--- src/rtl/shift_pkg.sv ---
// Shared encodings and default sizes for the iterative shifter.
package shift_pkg;

  localparam int WIDTH_DEF   = 32;
  localparam int SHAMT_W_DEF = $clog2(WIDTH_DEF);

  typedef enum logic [1:0] {
    OP_SLL = 2'b00,
    OP_SRA = 2'b01,
    OP_SRL = 2'b10,
    OP_ROL = 2'b11
  } shift_op_e;

  typedef enum logic [1:0] {
    ST_IDLE  = 2'b00,
    ST_SHIFT = 2'b01,
    ST_DONE  = 2'b10
  } shift_state_e;

endpackage

--- src/rtl/shift_stage_var.sv ---
// One combinational shift stage: moves i_data by 2**i_k positions for the given op.
// Rotate support is compiled in only when SHIFT_ROTATE_EN is defined.
module shift_stage_var
  import shift_pkg::*;
#(
  parameter int WIDTH   = WIDTH_DEF,
  parameter int SHAMT_W = $clog2(WIDTH),
  parameter int STG_W   = (SHAMT_W > 1) ? $clog2(SHAMT_W) : 1
) (
  input  logic [WIDTH-1:0] i_data,
  input  logic [STG_W-1:0] i_k,
  input  shift_op_e        i_op,
  output logic [WIDTH-1:0] o_data
);

  logic        [SHAMT_W-1:0] w_amt;
  logic signed [WIDTH-1:0]   w_sdata;
  logic        [WIDTH-1:0]   w_sll;
  logic        [WIDTH-1:0]   w_srl;
  logic        [WIDTH-1:0]   w_sra;

  assign w_amt   = SHAMT_W'(1) << i_k;
  assign w_sdata = i_data;
  assign w_sll   = i_data << w_amt;
  assign w_srl   = i_data >> w_amt;
  assign w_sra   = w_sdata >>> w_amt;

`ifdef SHIFT_ROTATE_EN
  logic [SHAMT_W:0]   w_ramt;
  logic [WIDTH-1:0]   w_rol;
  // Stage amounts are never zero, so the complementary right shift stays below WIDTH.
  assign w_ramt = (SHAMT_W+1)'(WIDTH) - {1'b0, w_amt};
  assign w_rol  = w_sll | (i_data >> w_ramt);
`endif

  always_comb begin
    o_data = w_sll;
    case (i_op)
      OP_SRA:  o_data = w_sra;
      OP_SRL:  o_data = w_srl;
`ifdef SHIFT_ROTATE_EN
      OP_ROL:  o_data = w_rol;
`endif
      default: o_data = w_sll;
    endcase
  end

endmodule

--- src/rtl/shift_iter_unit.sv ---
// Iterative 32-bit shifter: one power-of-two stage per cycle, MSB stage first,
// fixed SHAMT_W-cycle latency with valid/ready on both sides. Optional macro: SHIFT_ROTATE_EN.
module shift_iter_unit
  import shift_pkg::*;
#(
  parameter int WIDTH   = WIDTH_DEF,
  parameter int SHAMT_W = $clog2(WIDTH)
) (
  input  logic               clock,
  input  logic               reset_n,
  input  logic               in_valid,
  output logic               in_ready,
  input  logic [WIDTH-1:0]   in_data,
  input  logic [SHAMT_W-1:0] in_shamt,
  input  logic [1:0]         in_op,
  output logic               out_valid,
  input  logic               out_ready,
  output logic [WIDTH-1:0]   out_data,
  output logic               busy
);

  localparam int STG_W = (SHAMT_W > 1) ? $clog2(SHAMT_W) : 1;

  shift_state_e       r_state;
  logic [WIDTH-1:0]   r_acc;
  logic [SHAMT_W-1:0] r_shamt;
  shift_op_e          r_op;
  logic [STG_W-1:0]   r_stage;
  logic               r_in_ready;
  logic               r_out_valid;
  logic [WIDTH-1:0]   r_out_data;
  logic               r_busy;

  logic [WIDTH-1:0]   w_stage_data;
  logic [WIDTH-1:0]   w_acc_next;

  shift_stage_var #(
    .WIDTH   (WIDTH),
    .SHAMT_W (SHAMT_W),
    .STG_W   (STG_W)
  ) u_stage (
    .i_data (r_acc),
    .i_k    (r_stage),
    .i_op   (r_op),
    .o_data (w_stage_data)
  );

  assign w_acc_next = r_shamt[r_stage] ? w_stage_data : r_acc;

  always_ff @(posedge clock or negedge reset_n) begin
    if (!reset_n) begin
      r_state     <= ST_IDLE;
      r_acc       <= '0;
      r_shamt     <= '0;
      r_op        <= OP_SLL;
      r_stage     <= '0;
      r_in_ready  <= 1'b1;
      r_out_valid <= 1'b0;
      r_out_data  <= '0;
      r_busy      <= 1'b0;
    end else begin
      case (r_state)
        ST_IDLE: begin
          if (in_valid) begin
            r_acc      <= in_data;
            r_shamt    <= in_shamt;
            r_op       <= shift_op_e'(in_op);
            r_stage    <= STG_W'(SHAMT_W - 1);
            r_state    <= ST_SHIFT;
            r_in_ready <= 1'b0;
            r_busy     <= 1'b1;
          end
        end
        ST_SHIFT: begin
          r_acc <= w_acc_next;
          if (r_stage == '0) begin
            r_state     <= ST_DONE;
            r_out_valid <= 1'b1;
            r_out_data  <= w_acc_next;
          end else begin
            r_stage <= r_stage - STG_W'(1);
          end
        end
        ST_DONE: begin
          // Return to IDLE only; a new operand is taken no earlier than the following edge.
          if (out_ready) begin
            r_state     <= ST_IDLE;
            r_out_valid <= 1'b0;
            r_in_ready  <= 1'b1;
            r_busy      <= 1'b0;
          end
        end
        default: begin
          r_state <= ST_IDLE;
        end
      endcase
    end
  end

  assign in_ready  = r_in_ready;
  assign out_valid = r_out_valid;
  assign out_data  = r_out_data;
  assign busy      = r_busy;

endmodule

--- config.mk ---
export PLATFORM = sky130hd
export DESIGN_NAME = shift_iter_unit
export DESIGN_NICKNAME = d
export VERILOG_FILES = /design/src/rtl/shift_pkg.sv /design/src/rtl/shift_stage_var.sv /design/src/rtl/shift_iter_unit.sv
export SDC_FILE = /design/constraint.sdc
export NUM_CORES = 1
export LEC_CHECK = 0
export CORE_MARGIN = 2
export CORE_UTILIZATION = 45
export CTS_BUF_LIST = sky130_fd_sc_hd__clkbuf_8
export DETAILED_ROUTE_END_ITERATION = 8
export SYNTH_ARGS = -nofsm -noshare
export SYNTH_HDL_FRONTEND = slang
export SYNTH_SLANG_ARGS = --single-unit
--- constraint.sdc ---
create_clock -name clock -period 2.8 [get_ports clock]
set_input_delay 0.56 -clock clock [delete_from_list [all_inputs] [get_ports clock]]
set_output_delay 0.56 -clock clock [all_outputs]
set_load 0.03 [all_outputs]
==> results.md <==
- # setup viols final: 10
- RSZ-0062 raised after global routing: yes
- Clock transition at the registers of the reported paths: roughly 90 ps
- CP delay by family, top: compound AO/OA/AOI/OAI gates
- Number of global-route vias before repair: roughly 11000
- CP max FO: 7
- Die H: roughly 140 microns
- Fmax: about 0.35 GHz
- TritonCTS clock tree: built
- Critical path required time: roughly 3000 ps
- Clock latency on the worst-skew pair: around 370 ps
- Root Driver: clkbuf_8
- GR peak layer: met2
- Final Critical Period: roughly 2900 ps
- CORE AREA: roughly 19000 sq um
- Critical path arrival: between 3000 and 4000 ps
- Worst Hold Class: primary input to asynchronous set/reset pin
- Iteration-0 DRC Markers: 1825
- Nets: around 1400
- Synth Instances: 1140
- Met3 Usage GRT: 0.191
- CP Depth: 11
- Total number of vias: around 12000
- Relative slew slack: 0.411
- Worst Max-Slew Pin Slew: ~880 ps
- Synth-to-layout area growth: 43.7%
- Number of I/O port buffers: just under 80
- Cell Rows: 50
- CTS Sinks: 79
- Met1 usage: 0.659
- H-tree depth reported by CTS: 3
- Mean Syn Cell Area: between 7 and 8 sq um
- Most frequent cells in the layout: 252 x buf_4, 118 x nand2_1, 90 x o21ai_0
- Antenna Cells: 0
- EDFF count, synth: 0
- WS Path Type: flop to flop
- Final core utilization: 0.663
- Dpl ws: -314 ps
- Seq cells post-synth: just under 80
- Routed WL: between 50000 and 60000 microns
- Synth unique cells: 80
- Yosys Warn Count: 0
- Post-DP Area: 11300 sq um
- Post-synth net total: roughly 1200
- Top_reg_cell synth: dfrtp_1
- GR Util All Layers: 0.499
- Final HPWL DP: 38000 microns
- Final period utilization: 1.02
- Grt ovf: 0
- Sequential-to-total area share from yosys stat: 0.227
- Status: finished, violations left
- Clock buffer depth: 2
- R2R cell count: 11
- GPL Wtd Cong: 1.17
- Post-route cell area: ~13000 sq um
- Critical path, cell by cell: inv_2 > ha_4 > buf_12 > clkbuf_16 > or4b_4 > o22ai_4 > nor4_4 > a2111oi_4 > buf_4 > o31a_1 > a32oi_1
- Die area: approximately 21000 sq um
- TritonRoute pass-1 iters: 6
- Commonest non-fill, non-tap cell in the layout: buf_4
- Final WS setup: -61.4 ps
- Asr flop ratio synth: 1.00
- Starting density of the core: 0.462
- Largest net degree at the start of global routing: 51
- CP bufs+invs: 4
- Final slew viol count: 0
- Vias per cell: around 7.4
- Final hold violations: 0
- Top-level port count: between 70 and 80
- Crit-path max cell delay: ~570 ps
- Initial antenna violation count: 1
- Post-DR wirelength/cell: about 32 microns
- Mapped cell area: 8720 sq um
- Setup Skew: between 10 and 15 ps
- First-pass GRT wire length: between 70000 and 80000 microns
- Number of max-cap violations: 0
- Crit end category: flop
- Failing checks: setup timing
- Startpoint Class: flop
- Width of the die: 143 microns
- # DRC: 0
- CTS Buf Count: 9
- Layout cells sized above 1: 0.317
- Met2 usage: 0.700
- Hold buffer count at cts: 0
- Slowest-stage cell, CP: or4b_4
- Post-route antenna net violation count: 0
final cells by class:
| cell class | instances | area, sq um |
|---|---|---|
| multi-input combinational | 914 | 6710 |
| fill | 1611 | 6360 |
| timing repair buffer | 355 | 3210 |
| sequential | 79 | 1980 |
| tap | 260 | 325 |
| clock buffer | 10 | 138 |
| clock inverter | 6 | 86.3 |
| inverter | 19 | 71.3 |
path summary, 6_finish.rpt:
kind	slack, ps	to	startpoint
worst min register to register	480	in_ready$_DFFE_PN1P_	in_ready$_DFFE_PN1P_
min in group clock	480	in_ready$_DFFE_PN1P_	in_ready$_DFFE_PN1P_
worst max register to register	-60	r_acc[19]$_DFFE_PN0P_	r_stage[0]$_DFFE_PN0P_
worst max-delay path	-60	r_acc[19]$_DFFE_PN0P_	r_stage[0]$_DFFE_PN0P_
worst min-delay path	210	busy$_DFFE_PN0P_	reset_n
max in group asynchronous	1900	r_acc[3]$_DFFE_PN0P_	reset_n
through the flow:
| stage | hold WS, ps | TNS (ps) | std cells |
|---|---|---|---|
| finish | 208 | -251 | 1643 |
| global route | 263 | -857 | 1643 |
| CTS | 220 | -244 | 1618 |
| detailed placement | 465 | -2080 | 1599 |
| global placement | 457 | -2340 | 1599 |
| floorplan | 264 | 0 | 1140 |
cells in the mapped netlist (6+ instances only):
cell type	number	area, sq um
a32oi_1	11	96.3
o2111ai_1	11	96.3
a22oi_1	37	278
buf_2	37	185
o221ai_1	14	123
mux2_2	7	78.8
dfrtp_1	78	1950
ha_1	7	87.6
o211ai_1	19	143
a211o_1	6	52.6
clkbuf_1	72	270
mux4_2	19	428
nor2b_1	15	93.8
o21ai_1	8	40.0
nand4_1	15	93.8
a31oi_1	15	93.8
or3_1	7	43.8
buf_4	15	113
nor3_1	24	120
o31ai_1	15	113
inv_1	19	71.3
mux2i_1	60	601
a221oi_1	6	52.6
a211oi_1	11	82.6
nand2b_1	21	131
nor4_1	11	68.8
a2bb2oi_1	6	52.6
nand3_1	28	140
nor3b_1	20	150
nand2_1	118	443
and3_1	15	93.8
o22ai_1	29	181
nor2_1	67	251
a21oi_1	93	465
o21ai_0	100	500
nand3b_1	18	135
metal layers:
layer  share of wire  up-vias
met5               0        -
met4           0.080        0
met3            0.17      366
met2            0.40     1267
met1            0.36     5684
li1                -     4841
logic make-up after synthesis:
group,synth area share
AO/OA/AOI/OAI,0.320
AND/OR/NAND/NOR,0.233
buffers and inverters,0.0808
multiplexers,0.129
flip-flops,0.227
adder cells (fa/ha/maj),0.0100
repair_timing:
item	CTS	global route
hold endpoints to repair	0	0
cloned	2	5
pin swaps	2	16
buffers inserted	1	20
setup endpoints to repair	34	63
gates resized for setup	26	112
worst reg2reg max path: cells and delay by family (launching register included):
family	cells	cell delay, ps
buffers and inverters	4	610
AO/OA/AOI/OAI	4	880
flip-flops	1	400
AND/OR/NAND/NOR	2	660
adder cells (fa/ha/maj)	1	180
state kept, by name (all words and copies together) (netlist names):
signal,count
r_op,2
r_state,2
r_acc,32
r_stage,3
busy,1
out_valid,1
r_shamt,5
out_data,32
in_ready,1
Power is not shown: default switching activity piles up to over one toggle a cycle in this logic, so the estimate is an artifact.
